==> src/rtl/pipe_meas_pkg.sv <==
// Shared definitions for the pipeline latency meter: FSM encoding,
// default sizing and the counter-width helper.
package pipe_meas_pkg;

    localparam int DEF_WIDTH   = 4;
    localparam int DEF_MAX_LAT = 15;

    typedef enum logic [1:0] {
        S_IDLE   = 2'd0,
        S_COUNT  = 2'd1,
        S_REPORT = 2'd2
    } state_t;

    // Bits needed to hold values 0 .. value-1 (at least one bit).
    function automatic int clog2(input int value);
        int bits;
        int v;
        bits = 0;
        v    = value - 1;
        while (v > 0) begin
            bits++;
            v = v >> 1;
        end
        return (bits < 1) ? 1 : bits;
    endfunction

endpackage

==> src/rtl/pipe_latency_meter.sv <==
// Measures how many clock edges a value sampled at the pipeline input takes
// to reach the pipeline output, reporting done/timeout pulses.
module pipe_latency_meter
    import pipe_meas_pkg::*;
#(
    parameter  int WIDTH   = DEF_WIDTH,
    parameter  int MAX_LAT = DEF_MAX_LAT,
    localparam int CW      = clog2(MAX_LAT + 1)
) (
    input  logic             clk,
    input  logic             rst,
    input  logic             start,
    input  logic [WIDTH-1:0] a_in,
    input  logic [WIDTH-1:0] c_in,
    output logic             busy,
    output logic             done,
    output logic             timeout,
    output logic [CW-1:0]    latency,
    output logic [7:0]       meas_cnt
);

    state_t           state_q;
    state_t           state_d;
    logic [WIDTH-1:0] ref_q;
    logic [CW-1:0]    cnt_q;
    logic [CW-1:0]    k;
    logic             hit_now;
    logic             hit_ref;
    logic             last_edge;

    assign k         = cnt_q + CW'(1);
    assign hit_now   = (c_in == a_in);
    assign hit_ref   = (c_in == ref_q);
    assign last_edge = (k == CW'(MAX_LAT));

    // NOTE: sequential state uses non-blocking (<=) so every register samples
    // pre-edge values; blocking here would collapse register chains.
    always_ff @(posedge clk) begin
        if (rst) begin
            state_q <= S_IDLE;
        end else begin
            state_q <= state_d;
        end
    end

    // NOTE: state_d gets a default before the case so no path leaves it
    // unassigned, which would otherwise infer a latch.
    always_comb begin
        state_d = state_q;
        unique case (state_q)
            S_IDLE: begin
                if (start) begin
                    state_d = hit_now ? S_REPORT : S_COUNT;
                end
            end
            S_COUNT: begin
                if (hit_ref || last_edge) begin
                    state_d = S_REPORT;
                end
            end
            S_REPORT: state_d = S_IDLE;
            default:  state_d = S_IDLE;
        endcase
    end

    always_comb begin
        busy = (state_q == S_COUNT);
    end

    // Datapath: reference capture, edge counter and registered report.
    always_ff @(posedge clk) begin
        if (rst) begin
            ref_q    <= '0;
            cnt_q    <= '0;
            latency  <= '0;
            done     <= 1'b0;
            timeout  <= 1'b0;
            meas_cnt <= 8'd0;
        end else begin
            done    <= 1'b0;
            timeout <= 1'b0;
            unique case (state_q)
                S_IDLE: begin
                    if (start) begin
                        ref_q <= a_in;
                        cnt_q <= '0;
                        if (hit_now) begin
                            latency <= '0;
                            done    <= 1'b1;
                        end
                    end
                end
                S_COUNT: begin
                    // A match on the final edge still counts as done.
                    if (hit_ref) begin
                        latency <= k;
                        done    <= 1'b1;
                    end else if (last_edge) begin
                        latency <= '0;
                        timeout <= 1'b1;
                    end else begin
                        cnt_q <= k;
                    end
                end
                S_REPORT: meas_cnt <= meas_cnt + 8'd1;
                default: ;
            endcase
        end
    end

endmodule

==> config.mk <==
export PLATFORM = sky130hd
export DESIGN_NAME = pipe_latency_meter
export DESIGN_NICKNAME = d
export VERILOG_FILES = /design/src/rtl/pipe_meas_pkg.sv /design/src/rtl/pipe_latency_meter.sv
export SDC_FILE = /design/constraint.sdc
export NUM_CORES = 1
export LEC_CHECK = 0
export ABC_AREA = 1
export CAP_MARGIN = 25
export CORE_MARGIN = 3
export CORE_UTILIZATION = 50
export CTS_CLUSTER_DIAMETER = 50
export CTS_CLUSTER_SIZE = 16
export DETAILED_ROUTE_END_ITERATION = 8
export GPL_ROUTABILITY_DRIVEN = 0
export GPL_TIMING_DRIVEN = 0
export PLACE_DENSITY = 0.78
export SETUP_SLACK_MARGIN = 0.02
export SLEW_MARGIN = 0
export SYNTH_ARGS = -nofsm -noshare
export SYNTH_HDL_FRONTEND = slang
export SYNTH_SLANG_ARGS = --single-unit
==> constraint.sdc <==
create_clock -name clk -period 1.8 [get_ports clk]
set_input_delay 0.27 -clock clk [delete_from_list [all_inputs] [get_ports clk]]
set_output_delay 0.27 -clock clk [all_outputs]
set_load 0.01 [all_outputs]
* After elaboration in Yosys (flattened, before gate mapping)
Index checks and enable logic that the tools add are counted.
Word-level totals: word-level logic and storage cells 47, input port bits 11, output and inout port bits 15, bits in registers 24
Operators by class: add/subtract/negate cells 2, multiplexer cells 18, bitwise operators 1, reductions and logical operators 8, equal/unequal tests 11
Operator list (count):
- $mux W4 | 7
- $pmux W4 S2 | 2
- $add A8 B1 Y8 const B | 1
- $eq A4 B4 Y1 | 2
- $ne A2 B2 Y1 const B | 4
- $reduce_and A4 Y1 | 2
- $mux W2 | 3
- $add A4 B1 Y4 const B | 1
- $eq A4 B4 Y1 const B | 1
- $mux W1 | 4
- $pmux W2 S2 | 1
- $reduce_and A2 Y1 | 2
- $ne A3 B1 Y1 const B | 1
- $reduce_or A3 Y1 | 1
- $eq A2 B1 Y1 const B | 1
- $eq A2 B2 Y1 const B | 1
- $logic_not A2 Y1 | 1
- $ne A2 B1 Y1 const B | 1
- $pmux W1 S2 | 1
- $reduce_bool A2 Y1 | 1
- $logic_or A1 B1 Y1 | 1
- $not A1 Y1 | 1

* Longest topological paths before layout
depth after elaboration 5, depth in mapped cells 11, gate-level depth less buffers 11

* Worst setup path after synthesis
No wires, ideal clock.
path kind register to register, start register cnt_q[0], end register cnt_q[0], data arrival time 1.226 ns, slack 0.462 ns, setup time 0.111 ns, path buffers 0, cell stages (with the launch flop) 12, period minus slack after synthesis 1.338 ns, required time 1.689 ns, cells stage by stage dfxtp_1 -> ha_1 -> inv_1 -> nand2_1 -> nand2_1 -> nor2_1 -> nand2_1 -> nand2_1 -> nor2_2 -> nor2_2 -> nor2_1 -> nor2_1
On the way: word-level cells in the longest chain between the ends 4, elaborated cells between the ends (all ways) 7, those cells by class 1 x add/sub; 2 x eq/ne; 3 x mux; 1 x reduce/logical
Ends and longest elaborated chain:
- from (decl) | RTL line pipe_latency_meter.sv:25 | logic [CW-1:0] cnt_q;
- from (signal assigned) | RTL line pipe_latency_meter.sv:102 | cnt_q <= k;
- $add A4 B1 Y4 (*) | RTL line pipe_latency_meter.sv:31 | assign k = cnt_q + CW'(1);
- $eq A4 B4 Y1 / $mux W4 (equally long branches) | RTL line pipe_latency_meter.sv:34, pipe_latency_meter.sv:98
- $ne A2 B2 Y1 (no line) / $mux W4 (equally long branches)
- $reduce_and A4 Y1 (no line) / $pmux W4 S2 (equally long branches)
Mark *: on every way between the ends. The rest lies on a longest branch, timed or not. The select of a mux whose other input is x is not followed. A chain may end at the register's enable or synchronous reset.

* Worst setup path after layout
start register meas_cnt[4], end output meas_cnt[4]
RTL lines:
- from (decl) | RTL line pipe_latency_meter.sv:19 | output logic [7:0] meas_cnt
- from (signal assigned) | RTL line pipe_latency_meter.sv:105 | S_REPORT: meas_cnt <= meas_cnt + 8'd1;
No word-level cell between the ends.

==> load_flow_metrics.sql <==
INSERT INTO impl_metrics (metric_group, metric, value, unit) VALUES
('run_status', 'result_of_the_run', 'complete, no violations', ''),
('clock_network', 'tritoncts.num_buffers', '3', ''),
('finish', 'areaGrowthSynthToFinish', '25.1', '%'),
('logic_synthesis', 'syn_nets', '216', ''),
('critical_path', 'worstReg2RegStart', 'cnt_q[0]', ''),
('global_routing', 'global_route.usage.total', '0.177', ''),
('critical_path', 'setup.worst_path.class', 'flip-flop to output port', ''),
('pwr', 'cellLeakagePower', '0.746', 'nW'),
('logic_synthesis', 'post-synth-top-area-cell', 'sky130_fd_sc_hd__dfxtp_1', ''),
('drt', 'detailedRoute.firstIterationViolations', '42', ''),
('clock_network', 'post_cts.repair.setup_buffers', '0', ''),
('finish', 'regArea', '482', 'sq um'),
('logic_synthesis', 'yosysUniqueCellTypes', '26', ''),
('finish', 'fillCellCount', '221', ''),
('global_routing', 'grt_start_max_net_pins', '15', ''),
('finish', 'final_layout_size_suffix_gt1_frac', '0.117', ''),
('critical_path', 'worst_setup_path_startpoint', 'meas_cnt[4]', ''),
('clock_network', 'clock_pin_slew_worst_setup_and_hold_paths', '130', 'ps'),
('pwr', 'powerDensity', '968', 'mW/mm^2'),
('clock_network', 'tritoncts_clock_tree', 'built', ''),
('critical_path', 'cp_cell_sequence', 'clkdlybuf4s50_1', ''),
('timing', 'timing_worst_slew_pin_value', '391', 'ps'),
('logic_synthesis', 'synthesis.instances', '202', ''),
('die', 'placement_rows', '17', ''),
('clock_network', 'cts-resized-gates', '2', ''),
('placed_design', 'port_buffers', '24', ''),
('timing', 'setup_repair_after_global_routing_missed_its_margin', 'no', ''),
('critical_path', 'crit_fanout', '6', ''),
('die', 'die-area', '0.00326', 'sq mm'),
('die', 'die_width', '57.1', 'um'),
('finish', 'net_count_reported_at_finish', '245', ''),
('drt', 'route.detailed.drc', '0', ''),
('die', 'floorplan.die.height', '57.1', 'um'),
('logic_synthesis', 'post_synth.cell_area_avg', '6.46', 'sq um'),
('timing', 'clock-skew-final', '4.30', 'ps'),
('min_path', 'worst_hold_path_type', 'input port to flip-flop', ''),
('timing', 'fmaxAchievable', '636', 'MHz'),
('timing', 'finalHoldWorstSlack', '319', 'ps'),
('finish', 'multi_input_area', '692', 'sq um'),
('timing', 'hold_viol', '0', ''),
('critical_path', 'slowest_delay', '560', 'ps'),
('critical_path', 'timing.critical_path.slowest_stage_cell', 'sky130_fd_sc_hd__clkdlybuf4s50_1', ''),
('critical_path', 'timing.critical_path.to_type', 'output port', ''),
('timing', 'layout_worst_path_cycle_share', '0.874', ''),
('placed_design', 'post-place-cells', '254', ''),
('die', 'initial_core_util', '0.558', ''),
('die', 'pin_count', '26', ''),
('finish', 'post_route_non_filler_standard_cell_count', '258', ''),
('logic_synthesis', 'post_synth_instance_area', '0.00131', 'sq mm'),
('drt', 'routed_via_density', '4.95', ''),
('critical_path', 'crit_family', 'buffers and inverters', ''),
('global_routing', 'grt_antenna_before_repair', '0', ''),
('timing', 'setup_viol', '0', ''),
('clock_network', 'cts_sinks', '24', ''),
('logic_synthesis', 'synth.ff_latch_count', '24', ''),
('drt', 'avgRoutedWirePerCell', '10.4', 'um'),
('timing', 'layout_min_cycle_time', '1570', 'ps'),
('drt', 'routed_wl', '2680', 'um'),
('placed_design', 'dp_hpwl', '2090', 'um'),
('critical_path', 'cp.required', '1530', 'ps'),
('drt', 'detail_route.wirelength.met1', '1210', 'um'),
('flow_run', 'max-cap-violations', '0', ''),
('drt', 'met2_wirelength', '1330', 'um'),
('logic_synthesis', 'post-synth-top-area-fraction', '0.368', ''),
('drt', 'topRoutingLayerUsed', 'met4', ''),
('global_routing', 'grt_pass1_wl', '4660', 'um'),
('logic_synthesis', 'synthTopCellsByArea', 'sky130_fd_sc_hd__dfxtp_1, sky130_fd_sc_hd__nand2_1, sky130_fd_sc_hd__nor2_1', ''),
('drt', 'drtPass1Iterations', '4', ''),
('min_path', 'worstHoldStart', 'rst', ''),
('clock_network', 'hold_buffers', '0', ''),
('global_routing', 'first_global_vias', '1184', '');
## registers in the layout, indices dropped and copies added (netlist names)
register,count
meas_cnt,8
cnt_q,4
latency,4
ref_q,4
state_q,2
done,1
timeout,1
## layout make-up
type / count / area share
multi-input cells: 144 / 0.424
flip-flops and latches: 24 / 0.295
repair buffers: 24 / 0.146
inverters: 31 / 0.0728
well taps: 28 / 0.0215
clock inverters: 1 / 0.0184
clock buffers: 3 / 0.0138
plain buffers: 3 / 0.00843
## cell usage in the layout, fill, tap and decap left out, drive strengths merged
cell and instances:
o21ai 7, xor2 2, nor2 40, xnor2 1, nand3b 1, clkbuf 4, nor3 4, a22oi 1
a31oi 1, clkdlybuf4s50 23, a21oi 8, nand4 2, nor4 1, nand2 63, nand3 10, dfxtp 24
inv 31, bufinv 1, buf 2, dlygate4sd2 1, ha 3
## worst paths after layout
path,end,slack (ps),cells past startpoint
worst max-delay path,meas_cnt[4],230,1
worst min-delay path,meas_cnt[5],320,2
worst max register to register,cnt_q[1],260,11
worst min register to register,ref_q[3],480,2
## synthesized netlist by cell type (all sizes together)
master   n
nor4     1
ha       3
xor2     2
clkbuf   1
a31oi    1
nand3b   1
a21oi    8
nand3   10
inv     31
buf      2
nor3     4
a22oi    1
xnor2    1
dfxtp   24
nand4    2
nor2    40
o21ai    7
nand2   63
## cells by family after synthesis
family                     share of synthesized area
and+or+nand+nor                                0.410
buffers and inverters                          0.102
DFF                                            0.368
AOI/OAI and AO/OA                             0.0710
xor gates and xnor gates                      0.0201
adders and majority gates                     0.0288
## through the flow
stage          cell area [sq um]  utilization  worst slack [ps]  power (W)
6_report                    1630        0.698               227    0.00158
5_1_grt                     1630        0.698               147    0.00170
4_1_cts                     1630        0.698               207    0.00160
3_5_place_dp                1580        0.675              65.1    0.00120
3_3_place_gp                1580        0.675               101    0.00118
2_1_floorplan               1310            -               462    0.00104
## power by group
part	leakage [nW]	total, W	internal (W)	switching, W
combinational	0.522	0.000533	0.000215	0.000319
clock	0.0279	0.000390	0.000225	0.000165
sequential	0.196	0.000657	0.000604	0.0000533
## layer usage
metal	global-route usage	up-vias
met1	0.216	573
li1	-	679
met2	0.310	19
met5	0	-
met4	0.0728	0
met3	0.0271	5
(Power assumes the default switching activity.)
